### config.mk
export PLATFORM = sky130hd
export DESIGN_NAME = operand_sequencer
export DESIGN_NICKNAME = d
export VERILOG_FILES = /design/src/rtl/operand_sequencer.sv
export SDC_FILE = /design/constraint.sdc
export NUM_CORES = 1
export LEC_CHECK = 0
export BUFFER_PORTS_ARGS = -buffer_cell sky130_fd_sc_hd__buf_2
export CAP_MARGIN = 40
export CELL_PAD_IN_SITES_DETAIL_PLACEMENT = 2
export CELL_PAD_IN_SITES_GLOBAL_PLACEMENT = 2
export CORE_AREA = 2 2 128 130
export CTS_BUF_LIST = sky130_fd_sc_hd__clkbuf_8
export DETAILED_ROUTE_END_ITERATION = 6
export DIE_AREA = 0 0 130 132
export PLACE_DENSITY = 0.84
export SYNTH_ARGS = -nofsm -noshare
export SYNTH_HDL_FRONTEND = slang
export SYNTH_SLANG_ARGS = --single-unit
### constraint.sdc
create_clock -name clk -period 4.6 [get_ports clk]
set_input_delay 0.92 -clock clk [delete_from_list [all_inputs] [get_ports clk]]
set_output_delay 0.92 -clock clk [all_outputs]
set_load 0.1 [all_outputs]
### src/rtl/operand_sequencer.sv
// Operand sequencer: calculator front-end FSM.
// Captures NUM_OPS keypad operands on ENTER, requests the ALU, shows the
// result, and lets the result be chained in as operand 0 of the next job.
module operand_sequencer #(
    parameter int DATA_W  = 40,
    parameter int NUM_OPS = 2,
    parameter int IDX_W   = 3
) (
    input  logic                        clk,
    input  logic                        reset_button,
    input  logic                        enter_button,
    input  logic                        clear_button,
    input  logic                        enable_switch,
    input  logic [DATA_W-1:0]           in_val,
    input  logic [DATA_W-1:0]           in_prev_res,
    input  logic                        res_valid,
    output logic                        op_req,
    output logic [NUM_OPS*DATA_W-1:0]   ops_flat,
    output logic [IDX_W-1:0]            op_idx,
    output logic [1:0]                  display_sel,
    output logic [3:0]                  led
);

    typedef enum logic [1:0] {
        COLLECT = 2'd0,
        REQ     = 2'd1,
        SHOW    = 2'd2,
        CONT    = 2'd3
    } state_t;

    localparam logic [IDX_W-1:0] LAST_IDX = IDX_W'(NUM_OPS - 1);

    logic ent_s1_q, ent_s2_q, ent_prev_q;
    logic clr_s1_q, clr_s2_q, clr_prev_q;
    logic ent_p, clr_p;

    state_t                      state_q, state_d;
    logic [NUM_OPS*DATA_W-1:0]   ops_q, ops_d;
    logic [IDX_W-1:0]            op_idx_q, op_idx_d;
    logic                        op_req_q, op_req_d;
    logic [1:0]                  display_sel_q, display_sel_d;
    logic [3:0]                  led_q, led_d;

    // Two-flop synchronisers plus a history flop for rising-edge detection of the buttons.
    always_ff @(posedge clk or posedge reset_button) begin
        if (reset_button) begin
            ent_s1_q   <= 1'b0;
            ent_s2_q   <= 1'b0;
            ent_prev_q <= 1'b0;
            clr_s1_q   <= 1'b0;
            clr_s2_q   <= 1'b0;
            clr_prev_q <= 1'b0;
        end else begin
            ent_s1_q   <= enter_button;
            ent_s2_q   <= ent_s1_q;
            ent_prev_q <= ent_s2_q;
            clr_s1_q   <= clear_button;
            clr_s2_q   <= clr_s1_q;
            clr_prev_q <= clr_s2_q;
        end
    end

    assign ent_p = ent_s2_q & ~ent_prev_q & enable_switch;
    assign clr_p = clr_s2_q & ~clr_prev_q;

    // Next-state logic; a clear pulse overrides every other event in every state.
    always_comb begin
        state_d       = state_q;
        ops_d         = ops_q;
        op_idx_d      = op_idx_q;
        op_req_d      = op_req_q;
        display_sel_d = display_sel_q;
        if (clr_p) begin
            state_d       = COLLECT;
            ops_d         = '0;
            op_idx_d      = '0;
            op_req_d      = 1'b0;
            display_sel_d = 2'b00;
        end else begin
            case (state_q)
                COLLECT, CONT: begin
                    if (ent_p) begin
                        for (int k = 0; k < NUM_OPS; k++) begin
                            if (op_idx_q == IDX_W'(k)) begin
                                ops_d[k*DATA_W +: DATA_W] = in_val;
                            end
                        end
                        if (op_idx_q == LAST_IDX) begin
                            state_d  = REQ;
                            op_req_d = 1'b1;
                        end else begin
                            op_idx_d      = op_idx_q + IDX_W'(1);
                            display_sel_d = 2'b01;
                        end
                    end
                end
                REQ: begin
                    if (op_req_q && res_valid) begin
                        state_d       = SHOW;
                        op_req_d      = 1'b0;
                        display_sel_d = 2'b11;
                    end
                end
                SHOW: begin
                    if (ent_p) begin
                        ops_d                 = '0;
                        ops_d[DATA_W-1:0]     = in_prev_res;
                        op_idx_d              = IDX_W'(1);
                        display_sel_d         = 2'b01;
                        state_d               = CONT;
                    end
                end
                default: begin
                    state_d = COLLECT;
                end
            endcase
        end
    end

    // One-hot LED pattern follows the state being entered so it is registered with it.
    always_comb begin
        led_d = 4'b0001;
        case (state_d)
            COLLECT: led_d = 4'b0001;
            REQ:     led_d = 4'b0010;
            SHOW:    led_d = 4'b0100;
            CONT:    led_d = 4'b1000;
            default: led_d = 4'b0001;
        endcase
    end

    // State and output registers; reset asserts immediately and releases on a clock.
    always_ff @(posedge clk or posedge reset_button) begin
        if (reset_button) begin
            state_q       <= COLLECT;
            ops_q         <= '0;
            op_idx_q      <= '0;
            op_req_q      <= 1'b0;
            display_sel_q <= 2'b00;
            led_q         <= 4'b0001;
        end else begin
            state_q       <= state_d;
            ops_q         <= ops_d;
            op_idx_q      <= op_idx_d;
            op_req_q      <= op_req_d;
            display_sel_q <= display_sel_d;
            led_q         <= led_d;
        end
    end

    assign op_req      = op_req_q;
    assign ops_flat    = ops_q;
    assign op_idx      = op_idx_q;
    assign display_sel = display_sel_q;
    assign led         = led_q;

endmodule
==> flow_summary.yaml, run 1 <==
floorplanning:
  rows: 46
  initial_core_util_pct: 30.3
  die_w_um: 130
  design.die.area_um2: 17200
  die_h_um: 132
  core_um2: 15700
  io_pins: 176
cts:
  root_buffer: "clkbuf_8"
  numCtsBuffers: 9
  clk_path_buf_depth: 2
  cts_hold_buf: 0
  clock_latency_ps: 380
  path_clk_slew_ps: 100
  htreeDepth: 3
  cts_setup_buffers: 0
  cts_tree: "done"
  ctsResizeCount: 0
  cts_sinks: 98
layout:
  nNetsFinal: 683
  multiInputGateArea_um2: 2000
  n_antenna_cell: 0
  fill_cells: 1707
  area_growth_pct: 26.7
  drive_gt1_share_pct: 41.3
  area.sequential_um2: 2450
  final_cells: 812
synth:
  yosys_register_bits: 98
  yosysMostFrequentCell: "dfrtp_1"
  synth_edf_count: 0
  ys_async_sr_fraction_pct: 100
  avgSynthCellArea_um2: 11.3
  synthTopCellsByCount: "dfrtp_1 (97), mux2i_1 (80), inv_1 (46)"
  synth.area.top_cells: "dfrtp_1 (51%), mux2i_1 (17%), mux2_2 (9.0%)"
  synth_area_um2: 4770
  synth_cells: 422
  yosys.area.top_type: "dfrtp_1"
  yosysSeqAreaShare_pct: 51.5
  yosysWarnings: 0
  synthDominantCellAreaShare_pct: 50.9
  synth_nets: 514
  synth_cell_types: 38
  synthFlopType: "dfrtp_1"
sta:
  slew_viol_final: 0
  hold_viol_final: 0
  setup_slack_ps: 1700
  slew_headroom_pct: 46.8
  setup_viol: 0
  fin_tns_setup_ps: 0
  fmax_mhz: 344
  max_slew.worst_pin.slew_ps: 798
  period_share_pct: 63.1
  rsz0062_at_grt: "no"
  finalCriticalPeriod_ps: 2900
  timing.hold.ws_ps: 358
  fin_skew_ps: 12.8
placement:
  dpl.cell_count: 796
  gp_routability_congestion: 0.772
  place_ws_ps: 1640
  detailed_place_hpwl_mm: 11.0
  numPortBuffers: 175
global_routing:
  antenna_found_initial: 1
  groute.usage.overall_pct: 17.0
  grt_pass1_vias: 4251
  grt_pass1_wl_mm: 22.6
  grt_max_degree: 51
  grt.overflow.total: 0
routing:
  drt_wl_total_mm: 14.3
  wl_met1_mm: 5.72
  viasPerCell: 4.58
  highest_layer: "met4"
  route.met2.wl_mm: 7.38
  vias: 3721
  wl_met3_um: 970
  post-route-drc-count: 0
  wl_per_cell_um: 17.6
  drtPass1Iterations: 5
  ant_nets: 0
  drtIter0Drc: 105
setup_path:
  start_kind: "flop"
  crit_fanout: 25
  arrival_ps: 3190
  critical_path_required_ps: 4890
  worstSetupPathType: "flop to flop"
  critical_path.endpoint_type: "flop"
min_path:
  hold_path.class: "flop to flop"
flow_run:
  drv_cap: 0
status:
  outcome: "complete, no violations"
## final cells by class
type | instances | share of cell area (%)
Timing Repair Buffer | 182 | 16.0
Tap cell | 216 | 4.48
Multi-Input combinational cell | 254 | 33.1
Inverter | 46 | 2.90
Clock inverter | 7 | 0.767
Sequential cell | 98 | 40.6
Clock buffer | 9 | 2.05
## cells by family after synthesis
logic type / Yosys count / share of synthesized area (%)
mux: 120 / 26.2
simple gates: 106 / 9.79
flops: 98 / 51.5
buf+inv: 70 / 7.09
compound gates: 22 / 3.83
fa+ha+maj: 6 / 1.57
## layout by cell type (no fill, tap or decap), types with 2 or more instances in the layout
| cell | instances |
|---|---|
| clkbuf_8 | 9 |
| and2_1 | 3 |
| clkinv_2 | 2 |
| nand2b_1 | 2 |
| mux2_1 | 2 |
| mux2_2 | 38 |
| mux2i_1 | 80 |
| buf_4 | 5 |
| o22ai_4 | 2 |
| nor2_1 | 42 |
| ha_1 | 5 |
| a21o_1 | 2 |
| inv_1 | 46 |
| o21ai_0 | 4 |
| clkinvlp_4 | 2 |
| dfrtp_1 | 97 |
| o21a_1 | 3 |
| a21oi_1 | 2 |
| nor2b_1 | 3 |
| nand2_1 | 45 |
| buf_2 | 175 |
| and3b_1 | 3 |
| buf_16 | 2 |
## per-layer routing
layer / up-vias / GRT usage (%)
li1: 1730 / -
met1: 1853 / 19.7
met2: 125 / 30.2
met3: 13 / 5.11
met4: 0 / 4.72
met5: - / 0
## sequential cells by signal, summed over array words and instances, names as in the netlist, 2 cells and up
signal / cells
ops_flat: 80
led: 4
op_idx: 3
display_sel: 2
state_q: 2
## stage by stage
stage               instance area (µm²)  util [%]
floorplan                          4770         -
detailed placement                 5870      37.3
finish                             6040      38.4
CTS                                6040      38.4
global route                       6040      38.4
global placement                   5810      37.0
## worst paths after layout
check	startpoint	endpoint	slack (ps)	cells past startpoint
min	ent_s1_q$_DFF_PP0_	ent_s2_q$_DFF_PP0_	360	0
min in group asynchronous	reset_button	ops_flat[52]$_DFFE_PP0P_	520	2
max reg2reg	state_q[1]$_DFF_PP0_	ops_flat[45]$_DFFE_PP0P_	1700	6
min reg2reg	ent_s1_q$_DFF_PP0_	ent_s2_q$_DFF_PP0_	360	0
max	state_q[1]$_DFF_PP0_	ops_flat[45]$_DFFE_PP0P_	1700	6
max in group asynchronous	reset_button	led[0]$_DFF_PP1_	3390	3
## worst max-delay path, cell delays in order (launching register included)
cell     delay [ps]
dfrtp_1         440
ha_2            410
nor2b_1         240
or2_4           270
o22ai_4         610
buf_4           530
mux2i_1         270
Power of run 1 is not shown: default switching activity piles up to over one toggle a cycle in this logic, so the estimate is an artifact.
==> run 2: changes to the inputs <==
clock period = 2.7 ns   (was 4.6 ns; I/O delays follow)
==> run 2 against run 1 <==
Sequential share of layout area decreased by 0.48 points. Critical endpoint is now ops_flat[24]$_DFFE_PP0P_. Critical path depth is 1 higher. Die area unchanged. Clock skew fell by 3.9 ps. First-iteration DRC count fell by 30%. Maximum frequency up 26%. Count of clock-buffer cells in the layout is the same. Setup slack got worse by 1300 ps. Routed wire length is 1.4% higher. Critical path type unchanged. Via count rose by 1.5%.
==> flow_summary.yaml, run 2 (synthesis gave the netlist of run 1 again) <==
global_routing:
  grt_max_degree: 40
  grt.overflow.total: 0
  grt_pass1_vias: 4474
  groute.usage.overall_pct: 17.5
  antenna_found_initial: 0
  grt_pass1_wl_mm: 23.4
setup_path:
  critical_path.endpoint_type: "flop"
  cp_cell_sequence: "inv_1, ha_1, nor2b_1, or2_4, o22ai_4, buf_4, mux2_2"
  arrival_ps: 2570
  start_kind: "flop"
  critical_path_required_ps: 2960
  worstSetupPathType: "flop to flop"
  crit_fanout: 23
  slowest_delay_ps: 490
  cp_slowest_cell: "ha_1"
placement:
  gp_routability_congestion: 0.774
  dpl.cell_count: 801
  detailed_place_hpwl_mm: 11.1
  numPortBuffers: 175
  dpl_cell_area_um2: 5890
cts:
  htreeDepth: 3
  clk_path_buf_depth: 2
  cts_hold_buf: 0
  ctsResizeCount: 0
  clock_latency_ps: 370
  cts_setup_buffers: 0
  root_buffer: "clkbuf_8"
  cts_tree: "done"
  numCtsBuffers: 9
  cts_sinks: 98
  path_clk_slew_ps: 100
min_path:
  hold_path.class: "primary input to flop"
floorplanning:
  core_um2: 15700
  initial_core_util_pct: 30.3
  io_pins: 176
  die_h_um: 132
  design.die.area_um2: 17200
  die_w_um: 130
  rows: 46
sta:
  setup_viol: 0
  fin_skew_ps: 8.90
  rsz0062_at_grt: "no"
  fin_tns_setup_ps: 0
  fmax_mhz: 433
  period_share_pct: 85.5
  max_slew.worst_pin.slew_ps: 712
  slew_viol_final: 0
  slew_headroom_pct: 52.5
  hold_viol_final: 0
  finalCriticalPeriod_ps: 2310
layout:
  finalInstanceArea_um2: 6110
  nNetsFinal: 688
  multiInputGateArea_um2: 2000
  drive_gt1_share_pct: 41.8
  final_common_cell: "buf_2"
  n_antenna_cell: 0
  area_growth_pct: 28.2
  area.sequential_um2: 2450
  fill_cells: 1699
  fin_util_pct: 38.9
  final_cells: 817
  largest_register_ffs: 80
  final_cell_mix: "buf_2 (175), dfrtp_1 (97), mux2i_1 (80), inv_1 (46), nand2_1 (45)"
routing:
  ant_nets: 0
  vias: 3776
  drt_wl_total_mm: 14.5
  post-route-drc-count: 0
  drtPass1Iterations: 4
  viasPerCell: 4.62
  drtIter0Drc: 73
  wl_per_cell_um: 17.7
flow_run:
  drv_cap: 0
status:
  outcome: "complete, no violations"
==> run 2: cell type report <==
class / count / area share, %
clock inverters: 7 / 1.56
repair buffers: 187 / 16.2
multi-input cells: 254 / 32.7
well taps: 216 / 4.42
inverters: 46 / 2.89
flip-flops and latches: 98 / 40.2
clock buffers: 9 / 2.03
==> run 2: per-stage QoR <==
stage / hold slack [ps] / setup slack, ps
after floorplan: 331 / 439
after global placement: 336 / 528
after detailed placement: 342 / 392
after CTS: 236 / 356
after global routing: 233 / 242
final: 261 / 392
==> run 2: worst paths after layout <==
path | start | endpoint | slack (ps) | cells past startpoint
setup / recovery | state_q[0]$_DFF_PP0_ | ops_flat[24]$_DFFE_PP0P_ | 390 | 7
hold / removal | clear_button | clr_s1_q$_DFF_PP0_ | 260 | 1
setup reg to reg | state_q[0]$_DFF_PP0_ | ops_flat[24]$_DFFE_PP0P_ | 390 | 7
hold reg to reg | clr_s1_q$_DFF_PP0_ | clr_s2_q$_DFF_PP0_ | 360 | 0
max in group asynchronous | reset_button | ops_flat[21]$_DFFE_PP0P_ | 1600 | 3
min in group asynchronous | reset_button | ops_flat[69]$_DFFE_PP0P_ | 270 | 2
==> run 2: per-layer routing <==
metal  global-route usage (%)  part of all wire, %  wire length [µm]  vias up
li1                         -                    -                 -     1725
met1                     20.2                   40              5830     1914
met2                     31.4                   52              7510      126
met3                     4.46                  6.5               937       11
met4                     5.08                  1.2               172        0
met5                        0                    0                 0        -
==> run 2: critical path: cells and delay by family, from the launching register on <==
family	cells	cell delay [ps]
muxes	1	380
adders and majority gates	1	490
DFF	1	370
and+or+nand+nor	2	390
AOI/OAI and AO/OA	1	130
buffers and inverters	2	410
Power of run 2 is left out for the same reason.
